--- config.mk ---
export PLATFORM = sky130hd
export DESIGN_NAME = rv_byte_packer
export DESIGN_NICKNAME = d
export VERILOG_FILES = /design/src/rtl/rv_byte_packer.sv
export SDC_FILE = /design/constraint.sdc
export NUM_CORES = 1
export LEC_CHECK = 0
export BUFFER_PORTS_ARGS = -buffer_cell sky130_fd_sc_hd__buf_2
export CAP_MARGIN = 20
export CORE_ASPECT_RATIO = 0.5
export CORE_MARGIN = 3
export CORE_UTILIZATION = 42
export DETAILED_ROUTE_END_ITERATION = 10
export PLACE_DENSITY_LB_ADDON = 0.25
export SYNTH_ARGS = -nofsm -noshare
export SYNTH_HDL_FRONTEND = slang
export SYNTH_SLANG_ARGS = --single-unit
--- constraint.sdc ---
create_clock -name clk -period 3 [get_ports clk]
set_input_delay 0.6 -clock clk [delete_from_list [all_inputs] [get_ports clk]]
set_output_delay 0.6 -clock clk [all_outputs]
set_load 0.03 [all_outputs]
--- src/rtl/rv_byte_packer.sv ---
// Byte-to-word packer on a srdy/rrdy stream: packs NBYTES little-endian bytes per word,
// with in_last closing a partial word early. Accumulator and output register decouple handshakes.
module rv_byte_packer #(
    parameter int unsigned NBYTES = 4
) (
    input  logic                     clk,
    input  logic                     reset,
    input  logic                     in_srdy,
    input  logic [7:0]               in_data,
    input  logic                     in_last,
    output logic                     in_rrdy,
    output logic                     out_srdy,
    output logic [8*NBYTES-1:0]      out_data,
    output logic [$clog2(NBYTES):0]  out_cnt,
    output logic                     out_last,
    input  logic                     out_rrdy
);

    localparam int unsigned CW = $clog2(NBYTES) + 1;
    localparam int unsigned DW = 8 * NBYTES;

    logic [DW-1:0] r_acc_data;
    logic [CW-1:0] r_acc_cnt;
    logic          r_acc_last;
    logic          r_pend;
    logic          r_out_srdy;
    logic [DW-1:0] r_out_data;
    logic [CW-1:0] r_out_cnt;
    logic          r_out_last;

    logic          w_slot_free;
    logic          w_in_xfer;
    logic          w_complete;
    logic [DW-1:0] w_merged;
    logic [CW-1:0] w_cnt_inc;

    always_comb begin
        w_slot_free = !r_out_srdy || out_rrdy;
        w_in_xfer   = in_srdy && !r_pend;
        w_complete  = w_in_xfer && (in_last || (r_acc_cnt == CW'(NBYTES - 1)));
        w_cnt_inc   = r_acc_cnt + CW'(1);
        w_merged    = r_acc_data;
        for (int k = 0; k < NBYTES; k++) begin
            if (r_acc_cnt == CW'(k)) begin
                w_merged[8*k +: 8] = in_data;
            end
        end
    end

    always_ff @(posedge clk) begin
        if (reset) begin
            r_acc_data <= '0;
            r_acc_cnt  <= '0;
            r_acc_last <= 1'b0;
            r_pend     <= 1'b0;
            r_out_srdy <= 1'b0;
            r_out_data <= '0;
            r_out_cnt  <= '0;
            r_out_last <= 1'b0;
        end else if (r_pend && w_slot_free) begin
            // While pending, r_acc_cnt already holds the full byte count of the word.
            r_out_srdy <= 1'b1;
            r_out_data <= r_acc_data;
            r_out_cnt  <= r_acc_cnt;
            r_out_last <= r_acc_last;
            r_acc_data <= '0;
            r_acc_cnt  <= '0;
            r_acc_last <= 1'b0;
            r_pend     <= 1'b0;
        end else if (w_complete && w_slot_free) begin
            r_out_srdy <= 1'b1;
            r_out_data <= w_merged;
            r_out_cnt  <= w_cnt_inc;
            r_out_last <= in_last;
            r_acc_data <= '0;
            r_acc_cnt  <= '0;
            r_acc_last <= 1'b0;
        end else begin
            if (w_in_xfer) begin
                r_acc_data <= w_merged;
                r_acc_cnt  <= w_cnt_inc;
                if (w_complete) begin
                    r_pend     <= 1'b1;
                    r_acc_last <= in_last;
                end
            end
            if (out_rrdy) begin
                r_out_srdy <= 1'b0;
            end
        end
    end

    assign in_rrdy  = !r_pend;
    assign out_srdy = r_out_srdy;
    assign out_data = r_out_data;
    assign out_cnt  = r_out_cnt;
    assign out_last = r_out_last;

endmodule

# Word-level counts from Yosys, hierarchy flattened

Index checks and enable logic that the tools add are counted.

Register bits after elaboration: 74
Input port bits: 13
Output and inout bits: 38

Add/subtract/negate cells: 1
Eq/ne operators: 3
Multiplexer cells: 13
Bitwise gates (word level): 1
Reductions and logical operators: 15

Operators by type and width:

| kind                                                                  | number |
|---|---|
| 32-bit 2-to-1 mux                                                     | 2 |
| 8-bit 2-to-1 mux                                                      | 4 |
| 3-bit by 2-bit equality test with 1-bit output, second input constant | 2 |
| 3-bit 2-to-1 mux                                                      | 2 |
| 1-bit 2-to-1 mux                                                      | 5 |
| 1-bit logical AND                                                     | 4 |
| 3-bit by 1-bit adder with 3-bit output, second input constant         | 1 |
| 3-bit by 1-bit equality test with 1-bit output, second input constant | 1 |
| 3-bit zero test                                                       | 1 |
| 3-bit AND reduction                                                   | 1 |
| 3-bit nonzero test                                                    | 1 |
| 3-bit OR reduction                                                    | 1 |
| 1-bit zero test                                                       | 2 |
| 1-bit logical OR                                                      | 2 |
| 2-bit AND reduction                                                   | 1 |
| 2-bit nonzero test                                                    | 1 |
| 2-bit OR reduction                                                    | 1 |
| 1-bit NOT                                                             | 1 |

# Logic depth before layout (Yosys ltp)

Gate-level depths: netlist (run 1).

Depth after elaboration: 6
Gate-level depth with buffers: 9
Depth with buffers taken out: 6

# Least setup slack after synthesis (run 1)

OpenSTA, ideal clock, no wires.

Path type: register to register
From: register r_acc_cnt[0]
To: register r_out_data[27] (netlist: out_data[27])
Library setup time: 128 ps
Data arrival time: 1818 ps
Required time: 2872 ps
Slack: 1054 ps
Stages on the path, launching flop included: 8
Path buffers: 2
Clock period less this slack: 1946 ps
Cells stage by stage: dfxtp_1 -> ha_1 -> ha_1 -> buf_2 -> clkbuf_1 -> mux2_2 -> a222oi_1 -> nor2_1

Word-level cells in the longest chain between the ends: 5
Elaborated cells between the ends (all ways): 8
Classes of those cells: eq/ne (1); mux (3); reduce/logical (4)

RTL lines:

| item                                             | line   | text |
|---|---|---|
| start: declaration                               | 23     | `logic [CW-1:0] r_acc_cnt;` |
| start signal: assignment                         | 81     | `r_acc_cnt <= w_cnt_inc;` |
| 3-bit by 2-bit equality test with 1-bit output * | 40, 44 |  |
| 1-bit logical OR                                 | 40     | `w_complete = w_in_xfer && (in_last \|\| (r_acc_cnt == CW'(NBYTES - 1)));` |
| 1-bit logical AND                                | 40     |  |
| 1-bit logical AND                                | 70     | `end else if (w_complete && w_slot_free) begin` |
| 2-bit nonzero test (no line)                     | --     |  |
| end signal: assignment                           | 63     | `r_out_data <= r_acc_data;` |
| end signal: assignment                           | 72     | `r_out_data <= w_merged;` |
| end: declaration                                 | 27     | `logic [DW-1:0] r_out_data;` |

Mark *: on every way between the ends. The rest lies on a longest branch, timed or not. The select of a mux whose other input is x is not followed.
A chain may end at the register's enable or synchronous reset.

# Worst setup path in the final report (run 1)

From: register r_acc_cnt[0]
To: register r_out_data[4] (netlist: out_data[4])

Word-level cells in the longest chain between the ends: 5
Elaborated cells between the ends (all ways): 9
Classes of those cells: eq/ne (1); mux (3); reduce/logical (5)

RTL lines:

| item                                           | line |
|---|---|
| 3-bit by 2-bit equality test with 1-bit output | 40 |
| 1-bit logical OR                               | 40 |
| 1-bit logical AND                              | 40 |
| 1-bit logical AND                              | 70 |
| 2-bit nonzero test (no line)                   | -- |

Several ways; a longest one is shown, not always the timed one. The select of a mux whose other input is x is not followed.

==> flow_results.org, run 1 <==
** STA
- The count of endpoints failing hold in the final timing report came to 0.
- Highest achievable clock rate :: 0.433 GHz
- Transition time at the pin with the least slew margin :: 0.816 ns
- The final-report max-slew violation count came to 0.
- Sum Neg Setup Slack :: 0 ns
- Setup violations remaining at the end of the flow were counted as 0.
- Final setup skew :: 0.00731 ns
- Setup slack of the critical path after layout :: 0.693 ns
- The tightest hold path in the finished design has a slack of 0.460 ns.
- Setup repair after global routing left no endpoint under its margin.
- The smallest clock period supported by the final layout is computed as 2.31 ns.
- In this run the tightest slew margin relative to its limit is 45.5%.
- Ratio of final minimum period to clock period :: 76.9%

** Clock tree
- Number of H-tree levels :: 3
- Post_cts resized :: 0
- The tree built by TritonCTS fans out to 74 sinks.
- Clock insertion delay at the later pin of the skew report :: 0.34 ns
- CTS placed an instance of clkbuf_16 at the clock tree root.
- Buffer count from post-CTS setup fixing :: 0
- Clock tree from TritonCTS :: built
- Hold repair after CTS inserted 0 buffers.
- Number of buffers on the longest clock path :: 2
- TritonCTS created 9 clock buffers.
- Clock-pin slew of the registers on the worst-case setup and hold paths :: 0.06 ns

** Setup path
- The slowest stage of the critical path belongs to the cell ha_1.
- The worst setup path is launched from a flip-flop.
- Crit path cell chain :: ha_1, ha_1, o21a_1, o21ai_4, buf_4, a222oi_1, nor2_1
- Longest individual stage delay on the worst path :: 0.58 ns
- Worst EP arrival :: 2.51 ns
- Highest fanout seen on the critical path :: 22
- Data on the critical path is required at its endpoint by 3.21 ns.
- Endpoint type of the worst setup path :: flip-flop
- The number of buffers and inverters on the critical path is 1.
- Among the stages of the critical path, the cell type that occurs most often is ha_1.
- Start-to-end type of the worst setup path :: flip-flop to flip-flop
- Worst path top cell family by delay :: adder cells

** Yosys
- The Yosys step of the flow raised 0 warnings.
- A synthesized cell averages 10.2 sq um.
- In this run, synthesis inferred 0 flip-flops with an integrated enable.
- Portion of synthesized cell area occupied by the leading cell type :: 45.2%
- Largest cells by area after synthesis :: dfxtp_1 (45%), mux2_2 (11%), a222oi_1 (9.8%)
- The cell area that synthesis handed to floorplanning was 3280 sq um.
- Synthesized net count :: 339
- Among all flip-flop cells after synthesis, the most frequent one is dfxtp_1.
- Counting flops and latches in the post-synthesis netlist gives 74.
- Cell type with the largest total area after synthesis :: dfxtp_1
- Number of standard cells after synthesis :: 321
- For this run, asynchronously set or reset flops after synthesis account for 0%.
- Yosys cell types :: 33
- Of the synthesized area, sequential elements account for 45.2%.

** Die
- Core Rows :: 22
- Die width :: 131 microns
- Overall die height :: 68.5 microns
- I/O pin count :: 51
- The floorplan step defined a die boundary enclosing 8970 sq um.
- The core region is 7460 sq um.
- For this configuration, the core starts out at a cell density of 43.9%.

** Global routing
- GRT Resource Usage Total :: 18.8%
- Total overflow reported by the global router :: 0
- The first global-routing pass estimated 12.8 mm of wire.
- Entering global routing, the biggest net connects 39 pins.
- The via count of the first global-routing pass was 2437.
- Antenna violations before repair :: 0

** Flow run
- Max-cap violations in this run came to 0.

** Final layout
- After routing the design area is 3860 sq um.
- After filler insertion, the fill cell instance count of the layout stands at 688.
- FF+latch area :: 1480 sq um
- The number of antenna diodes in the final layout is 0.
- The count of cells in the finished layout, fillers not included, comes to 472.
- Utilization after layout :: 51.8%
- Multi-input logic area :: 1590 sq um
- The top cell types in the final layout, fill and taps aside, are dfxtp_1 (74), nor2_1 (66), buf_2 (50).
- In the final design database the tool counted 378 nets.
- Leaving out fill and tap cells, the most frequent cell in the layout is dfxtp_1.
- Signed area change from the synthesized netlist to the final layout :: 17.8%
- Fraction of layout instances using a drive strength above 1 :: 30.2%

** Min path
- The min-delay analysis places its worst path in the category flip-flop to flip-flop.

** Power and ir drop
- Max IR drop VDD :: 0.261 mV
- Cell Pwr Density :: 632 nW/um^2
- Summing internal, switching and leakage power gives 2.44 mW.
- LEAKAGE :: 1.58 nW

** Place
- In this run the cell area measured after placement is 3550 sq um.
- Final weighted congestion in routability-driven placement :: 0.866
- At the placement stage, the worst setup path has a slack of 0.679 ns.
- In this run the tool buffered the top-level ports with 50 buffer cells.
- The HPWL after detailed placement is 5.06 mm.
- Placed insts :: 457

** Outcome
- The run finished with clean final reports.

** Drt
- Wirelength, routed :: 7.96 mm
- Once detail routing completed, the nets flagged for antenna violations numbered 0.
- In the routed design, unresolved DRC markers number 0.
- Using the TritonRoute via totals, the vias-per-cell ratio works out to 5.51.
- Number of vias after detailed routing :: 2599
- After detailed routing, the average wire length per cell comes to 16.9 microns.
- The first TritonRoute pass finished after 7 iterations.
- The first routing iteration left 294 violations.
final cells by class:
class | instances | area share, %
clock inverter | 6 | 2.33
multi-input combinational | 211 | 41.1
sequential | 74 | 38.4
tap | 108 | 3.50
timing repair buffer | 57 | 8.16
inverter | 7 | 0.680
clock buffer | 9 | 5.83
worst paths after layout:
kind / startpoint / to / slack (ns) / cells past startpoint
hold reg to reg: out_cnt[2]$_SDFFE_PP0P_ / out_cnt[2]$_SDFFE_PP0P_ / 0.46 / 2
hold / removal: out_cnt[2]$_SDFFE_PP0P_ / out_cnt[2]$_SDFFE_PP0P_ / 0.46 / 2
setup reg to reg: r_acc_cnt[0]$_SDFFE_PP0P_ / out_data[4]$_SDFFE_PP0P_ / 0.69 / 7
setup / recovery: r_acc_cnt[0]$_SDFFE_PP0P_ / out_data[4]$_SDFFE_PP0P_ / 0.69 / 7
cells in the mapped netlist, types with 2 or more instances:
cell type / n
a222oi_1: 32
nor2_1: 66
a21oi_1: 7
nand3_1: 6
nor2b_1: 4
dfxtp_1: 74
nand2b_1: 2
mux2_2: 31
a21oi_2: 2
buf_2: 10
inv_1: 7
and2_1: 4
buf_1: 2
nand2_1: 11
clkbuf_1: 9
buf_6: 8
mux2i_1: 26
ha_1: 5
routing by layer:
| layer | up-vias | share of wire (%) | GRT usage [%] |
|---|---|---|---|
| met3 | 6 | 6.5 | 6.16 |
| met5 | - | 0 | 0 |
| met4 | 0 | 0.70 | 3.85 |
| met1 | 1272 | 48 | 25.8 |
| li1 | 1246 | - | - |
| met2 | 75 | 45 | 29.0 |
registers in the layout, indices dropped and copies added (netlist names):
| name | flops |
|---|---|
| out_cnt | 3 |
| out_data | 32 |
| out_last | 1 |
| out_srdy | 1 |
| r_acc_cnt | 3 |
| r_acc_data | 32 |
| r_acc_last | 1 |
| r_pend | 1 |
power breakdown:
group	total (mW)	switching [mW]	internal (mW)
Sequential	1.03	0.0196	1.01
Combinational	0.268	0.163	0.105
Clock	1.14	0.417	0.726
kinds of logic (layout without fill, tap and decap cells):
| logic type | Yosys count | count (layout) | share of synthesized area (%) |
|---|---|---|---|
| AND/OR/NAND/NOR | 97 | 97 | 12.7 |
| flip-flops | 74 | 74 | 45.2 |
| multiplexers | 58 | 58 | 18.9 |
| AO/OA/AOI/OAI | 50 | 50 | 14.7 |
| buffers and inverters | 36 | 79 | 6.34 |
| adder cells (fa/ha/maj) | 5 | 5 | 1.91 |
| XOR/XNOR | 1 | 1 | 0.267 |
worst reg2reg max path: stages, from the launching register on:
cell and delay, ns:
dfxtp_1 0.41, ha_1 0.18, ha_1 0.58, o21a_1 0.25
o21ai_4 0.07, buf_4 0.23, a222oi_1 0.39, nor2_1 0.07
Note: power is estimated with default switching activity, not from simulation.
==> run 2: changes to the inputs <==
- clock period: 3 -> 2.4 ns (I/O delays scaled with it)
==> run 2 against run 1 <==
Compared with the run above:
- routed wire length grew 5.1%
- register-to-register slack lost 0.49 ns
- hold slack lost 0.016 ns
- sequential power grew 25%
- fmax grew 5.2%
- combinational power grew 27%
- design area grew 0.45%
- clock skew shrank 0.0018 ns
- sequential cell count is the same
- global-route usage grew 0.65 points
- largest cell class unchanged
==> flow_results.org, run 2 (synthesis gave the netlist of run 1 again) <==
** Drt
- The final routed wire length divided by cell count came to 17.6 microns (+4.4%).
- Post-route DRC violation count :: 0 (unchanged)
- Post-DR vias/cell :: 5.54 (+0.55%)
- The total vias in the final route is 2630 (+1.2%).
- Violation count after the first detailed-route iteration :: 296 (+0.68%)
- Residual antenna-violating net count after detailed routing :: 0 (unchanged)
- Detailed Routing Iterations Pass 1 :: 5 (-2)
- The total wire length after detailed routing was 8.36 mm (+5.1%).

** Setup path
- The data required time at the worst endpoint was 2.61 ns (-0.60 ns).
- Walking the worst path, the cells encountered are inv_1, ha_1, nor2b_1, mux2_2, a222oi_1, nor2_1.
- The logic depth of the worst register-to-register path was 6 (-1).
- The largest individual stage delay along the critical path comes from the cell nor2b_1.
- Highest fanout seen on the critical path :: 8 (-64%)
- Crit Reg-Reg Startpoint :: r_acc_cnt[0]$_SDFFE_PP0P_
- STA classifies the critical path startpoint as a flip-flop.
- Start-to-end type of the worst setup path :: flip-flop to flip-flop
- Worst EP arrival :: 2.40 ns (-0.11 ns)
- Endpoint type of the worst setup path :: flip-flop
- The register-to-register setup slack came to 0.21 ns (-0.49 ns).
- Endpoint of the lowest-slack register-to-register path :: out_data[7]$_SDFFE_PP0P_
- The delay of the slowest cell on the worst path came to 0.63 ns (+0.05 ns).

** Clock tree
- Clock-pin slew of the registers on the worst-case setup and hold paths :: 0.05 ns (about the same)
- Clock tree from TritonCTS :: built
- Number of hold buffers added after cts :: 0 (unchanged)
- Buffer count from post-CTS setup fixing :: 0 (unchanged)
- The clock insertion delay at the later pin of the skew report is 0.33 ns (about the same).
- Number of H-tree levels :: 3 (unchanged)
- Number of buffers on the longest clock path :: 2 (unchanged)
- Clock tree synthesis selected as its root buffer the cell clkbuf_16.
- The number of buffers added by the clock tree synthesis step came to 9 (unchanged).
- The total number of clock tree sinks was 74 (unchanged).
- The post-cts gate resize count was 0 (unchanged).

** Final layout
- Final cell count without fillers :: 475 (+0.64%)
- Leaving out fill and tap cells, the most frequent cells in the layout are dfxtp_1 (74), nor2_1 (66), buf_2 (50).
- Count of inserted antenna diode cells :: 0 (unchanged)
- Utilization after layout :: 52.0% (+0.23 points)
- The fraction of layout cells with a size suffix above 1 came to 30.2% (about the same).
- Leaving out fill and tap cells, the most frequent cell in the layout is dfxtp_1.
- Layout Nets :: 380 (+0.53%)
- From synthesis to final layout, the design area changed by 18.4%.
- Number of fill cells in the layout :: 684 (-0.58%)

** Min path
- Class of the worst hold path :: input pin to flip-flop
- The path with the worst hold slack has its endpoint at out_last$_SDFFE_PP0P_.
- Worst hold stages :: 3 (+1)
- The startpoint identified for the worst hold timing path is in_last.

** Place
- The pre-CTS setup slack came to 0.231 ns (-0.447 ns).
- Final weighted congestion in routability-driven placement :: 0.835 (-3.6%)
- Number of buffer cells added on primary ports :: 50 (unchanged)
- Placed insts :: 459 (+0.44%)
- The HPWL after detailed placement was 5.22 mm (+3.2%).

** STA
- Setup repair after global routing left no endpoint under its margin.
- Transition time at the pin with the least slew margin :: 0.769 ns (-0.0472 ns)
- Final count of hold timing violations :: 0 (unchanged)
- The smallest setup slack after layout was 0.207 ns (-0.487 ns).
- The worst hold slack was 0.444 ns (-0.0158 ns).
- Max Slew Vio Count :: 0 (unchanged)
- The minimum clock period after layout is 2.19 ns (-0.113 ns).
- Ratio of final minimum period to clock period :: 91.4% (+14 points)
- Final setup skew :: 0.00548 ns (-0.00184 ns)
- Sum Neg Setup Slack :: 0 ns (unchanged)
- Final setup violation count :: 0 (unchanged)
- The worst max-slew margin expressed relative to the limit was 48.6% (+3.2 points).
- Highest achievable clock rate :: 0.456 GHz (+5.2%)

** Outcome
- Result of the run :: complete, no violations

** Global routing
- The total global routing track utilization is 19.4% (+0.65 points).
- Maximum number of pins on one net before global-route repair :: 37 (-5.1%)
- Antenna violations before repair :: 0 (unchanged)
- The global-route wire length before repair is 13.0 mm (+1.9%).
- Number of global-route vias before repair :: 2488 (+2.1%)
- Total overflow reported by the global router :: 0 (unchanged)

** Power and ir drop
- LEAKAGE :: 1.59 nW (+0.86%)
- The power per standard cell area came to 783 nW/um^2 (+24%).
- The largest voltage drop on the vdd net is 0.378 mV (+44%).

** Die
- The x dimension of the die is 131 microns (unchanged).
- Starting utilization of the core area :: 43.9% (unchanged)
- Total Die Area :: 8970 sq um (unchanged)
- The top-level I/O count was 51 (unchanged).
- The die outline height was 68.5 microns (unchanged).
- The standard cell core area is 7460 sq um (unchanged).
- Core Rows :: 22 (unchanged)

** Flow run
- The number of max-cap violations was 0 (unchanged).
## run 2: cell types whose count changed in the layout (fill, tap and decap cells not counted)
cell | previous run | this run
inv_6 | 1 | 0
clkinvlp_4 | 1 | 0
clkinv_2 | 1 | 0
buf_4 | 6 | 8
clkinv_4 | 1 | 0
clkbuf_1 | 0 | 2
bufinv_16 | 2 | 1
clkbuf_8 | 0 | 4
## run 2: worst max-delay path by stage
stage	slack [ns]	from	to
4_1_cts	0.22	r_acc_cnt[0]$_SDFFE_PP0P_	out_data[7]$_SDFFE_PP0P_
5_1_grt	0.02	r_acc_cnt[0]$_SDFFE_PP0P_	out_data[0]$_SDFFE_PP0P_
3_5_place_dp	0.23	r_acc_cnt[0]$_SDFFE_PP0P_	out_data[4]$_SDFFE_PP0P_
3_3_place_gp	0.31	r_acc_cnt[1]$_SDFFE_PP0P_	out_data[2]$_SDFFE_PP0P_
6_report	0.21	r_acc_cnt[0]$_SDFFE_PP0P_	out_data[7]$_SDFFE_PP0P_
2_1_floorplan	0.45	r_acc_cnt[0]$_SDFFE_PP0P_	out_data[27]$_SDFFE_PP0P_
## run 2: critical path, delay by kind of cell (launching register included)
family | cells | cell delay (ns)
and+or+nand+nor | 2 | 0.70
muxes | 1 | 0.41
DFF | 1 | 0.37
AOI/OAI and AO/OA | 1 | 0.31
adders and majority gates | 1 | 0.16
buffers and inverters | 1 | 0.12
## run 2: layout make-up
| type | count | area [sq um] | area share, % |
|---|---|---|---|
| Clock inverter | 1 | 30.0 | 0.774 |
| Timing Repair Buffer | 59 | 330 | 8.51 |
| Multi-Input combinational cell | 211 | 1590 | 41.0 |
| Tap cell | 108 | 135 | 3.48 |
| Clock buffer | 15 | 288 | 7.42 |
| Inverter | 7 | 26.3 | 0.677 |
| Sequential cell | 74 | 1480 | 38.2 |
## run 2: metrics by stage
stage | instance area [sq um] | power [mW]
3_3_place_gp | 3560 | 1.64
2_1_floorplan | 3280 | 1.57
4_1_cts | 3880 | 3.06
3_5_place_dp | 3560 | 1.65
6_report | 3880 | 3.04
5_1_grt | 3880 | 3.14
## run 2: metal layers
| layer | vias to the layer above | part of all wire [%] | global-route usage [%] |
|---|---|---|---|
| li1 | 1250 | - | - |
| met1 | 1318 | 49 | 25.4 |
| met2 | 57 | 45 | 30.9 |
| met3 | 5 | 4.5 | 6.24 |
| met4 | 0 | 0.86 | 5.77 |
| met5 | - | 0 | 0 |
## run 2: power by group
part,switching (mW),total [mW],internal (mW)
registers,0.0267,1.29,1.27
logic,0.207,0.340,0.132
clock network,0.486,1.40,0.919
total,0.720,3.04,2.32
==> run 3: changes to the inputs <==
- RECOVER_POWER: unset -> 25
==> run 3 against run 2 <==
Compared with the run above:
- non-clock buffer count unchanged
- largest cell class unchanged
- clock skew about the same
- highest routed layer unchanged
- clock power about the same
- hold slack better by 0.00087 ns
- critical path depth unchanged
- setup slack worse by 0.015 ns
- final cell count unchanged
==> flow_results.org, run 3 (synthesis gave the netlist of run 1 again) <==
** Outcome
- Result of the run :: complete, no violations

** Power and ir drop
- The leakage power was 1.47 nW (-7.6%).
- Comb power frac :: 11.1% (about the same)
- The switching part of the total power came to 23.7% (+0.039 points).
- The total design power was 3.03 mW (-0.11%).
- Share of power burned in the clock network :: 46.3% (about the same)
- The switching power of the nets was 720 uW (about the same).
- Max IR drop VDD :: 0.377 mV (-0.12%)
- Share of total power in sequential cells :: 42.6% (about the same)
- The power per standard cell area is 789 nW/um^2 (+0.80%).
- Internal power contribution :: 2.31 mW (-0.16%)

** Clock tree
- The total number of clock tree sinks was 74 (unchanged).
- The total of hold buffers inserted after clock tree synthesis is 0 (unchanged).
- Clock insertion delay at the later pin of the skew report :: 0.33 ns (about the same)
- Number of H-tree levels :: 3 (unchanged)
- Clock tree from TritonCTS :: built
- Number of buffers created by CTS :: 9 (unchanged)
- Number of buffers on the longest clock path :: 2 (unchanged)
- Clock-pin slew of the registers on the worst-case setup and hold paths :: 0.05 ns (about the same)
- Root buf cell :: clkbuf_16
- The post-CTS setup buffer count was 0 (unchanged).
- Post_cts resized :: 0 (unchanged)

** Die
- The x dimension of the die was 131 microns (unchanged).
- Starting utilization of the core area :: 43.9% (unchanged)
- Overall die height :: 68.5 microns (unchanged)
- Total Die Area :: 8970 sq um (unchanged)
- I/O pin count :: 51 (unchanged)
- The row count is 22 (unchanged).
- The standard cell core area came to 7460 sq um (unchanged).

** Final layout
- Fraction of layout instances using a drive strength above 1 :: 22.6% (-7.6 points)
- Multi-input logic area :: 1590 sq um (unchanged)
- Most frequent cells in the layout :: dfxtp_1 (74), nor2_1 (66), a222oi_1 (32)
- The register area was 1480 sq um (unchanged).
- The library cell used most frequently in the layout, excluding fill and tap cells, is dfxtp_1.
- The number of nets in the layout is 380 (unchanged).
- Count of inserted antenna diode cells :: 0 (unchanged)
- The area growth from synthesis to layout is 17.3%.
- The filler cell count came to 687 (+0.44%).

** STA
- The worst-case clock skew was 0.00546 ns (-0.0000199 ns).
- Ratio of final minimum period to clock period :: 92.0% (+0.62 points)
- Final setup violation count :: 0 (unchanged)
- The slew at the pin closest to its max-slew limit was 0.774 ns (+0.00421 ns).
- The worst max-slew margin expressed relative to the limit came to 48.3% (-0.28 points).
- Max Slew Vio Count :: 0 (unchanged)
- The minimum clock period after layout came to 2.21 ns (+0.0148 ns).
- Highest achievable clock rate :: 0.453 GHz (-0.67%)
- Sum Neg Setup Slack :: 0 ns (unchanged)
- RSZ-0062 raised after global routing :: false
- Final count of hold timing violations :: 0 (unchanged)

** Drt
- The via-per-instance ratio was 5.52 (-0.34%).
- Residual antenna-violating net count after detailed routing :: 0 (unchanged)
- The number of optimization iterations in the first detailed-route pass came to 5 (unchanged).
- Wirelength, routed :: 8.31 mm (-0.62%)
- Post-detailed-route wirelength per cell :: 17.5 microns (-0.62%)
- Post-route DRC violation count :: 0 (unchanged)
- The total vias in the final route came to 2621 (-0.34%).
- Violation count after the first detailed-route iteration :: 288 (-2.7%)

** Min path
- In this run the worst hold path is classified as input pin to flip-flop.

** Global routing
- GRT Resource Usage Total :: 19.4% (unchanged)
- The via count of the first global-routing pass came to 2488 (unchanged).
- The overall overflow remaining after global route came to 0 (unchanged).
- The pin count of the biggest net entering global routing came to 37 (unchanged).
- The global-route wire length before repair is 13.0 mm (unchanged).
- The number of antenna violations at the first check in global routing was 0 (unchanged).

** Place
- Final weighted congestion in routability-driven placement :: 0.835 (unchanged)
- The HPWL after detailed placement came to 5.22 mm (unchanged).
- The number of port buffers came to 50 (unchanged).

** Setup path
- Endpoint type of the worst setup path :: flip-flop
- The worst setup path is launched from a flip-flop.
- Worst EP arrival :: 2.41 ns (about the same)
- The data required time at the worst endpoint came to 2.61 ns (about the same).
- The setup path with the least slack is of type flip-flop to flip-flop.
- The biggest fanout along the worst timing path came to 8 (unchanged).

** Flow run
- The number of max-cap violations was 0 (unchanged).
[run 3: changes by cell type in the layout (fill, tap and decap cells not counted)]
cell      change
buf_2        -28
clkbuf_1     +28
[run 3: critical path, stage by stage (launching register included)]
cell      delay [ns]
dfxtp_1         0.37
inv_1           0.12
ha_1            0.17
nor2b_1         0.63
mux2_2          0.41
a222oi_1        0.31
nor2_1          0.07
[run 3: through the flow]
step | util, % | cells | instance area, sq um | setup WS, ns | hold slack [ns]
floorplan | - | 321 | 3280 | 0.454 | 0.446
global placement | 47.8 | 459 | 3560 | 0.314 | 0.447
detailed placement | 47.8 | 459 | 3560 | 0.231 | 0.455
CTS | 52.0 | 475 | 3880 | 0.216 | 0.436
global route | 51.5 | 475 | 3840 | 0.0176 | 0.452
finish | 51.5 | 475 | 3840 | 0.192 | 0.445
[run 3: metal layers]
metal	part of all wire [%]	routed length, microns	GRT usage [%]	vias to the layer above
met3	5.1	421	6.24	5
met2	46	3790	30.9	69
met1	48	4020	25.4	1300
li1	-	-	-	1247
met4	0.83	69	5.77	0
met5	0	0	0	-
[run 3: path summary, 6_finish.rpt]
kind,from,end,slack (ns),cells after the start
hold reg to reg,out_cnt[2]$_SDFFE_PP0P_,out_cnt[2]$_SDFFE_PP0P_,0.47,2
setup reg to reg,r_acc_cnt[0]$_SDFFE_PP0P_,out_data[7]$_SDFFE_PP0P_,0.19,6
setup / recovery,r_acc_cnt[0]$_SDFFE_PP0P_,out_data[7]$_SDFFE_PP0P_,0.19,6
hold / removal,in_last,out_last$_SDFFE_PP0P_,0.45,3
[run 3: final cells by class]
class	count	share of cell area [%]
clock inverter	1	0.781
tap	108	3.51
timing repair buffer	59	7.68
sequential	74	38.5
inverter	7	0.683
clock buffer	15	7.48
multi-input combinational	211	41.3
[run 3: power groups by stage]
stage	clock network (mW)	registers, mW	logic, mW
after floorplan	0	1.35	0.221
after global placement	0	1.31	0.330
after detailed placement	0	1.32	0.338
after CTS	1.43	1.29	0.339
after global routing	1.48	1.30	0.362
final	1.40	1.29	0.336
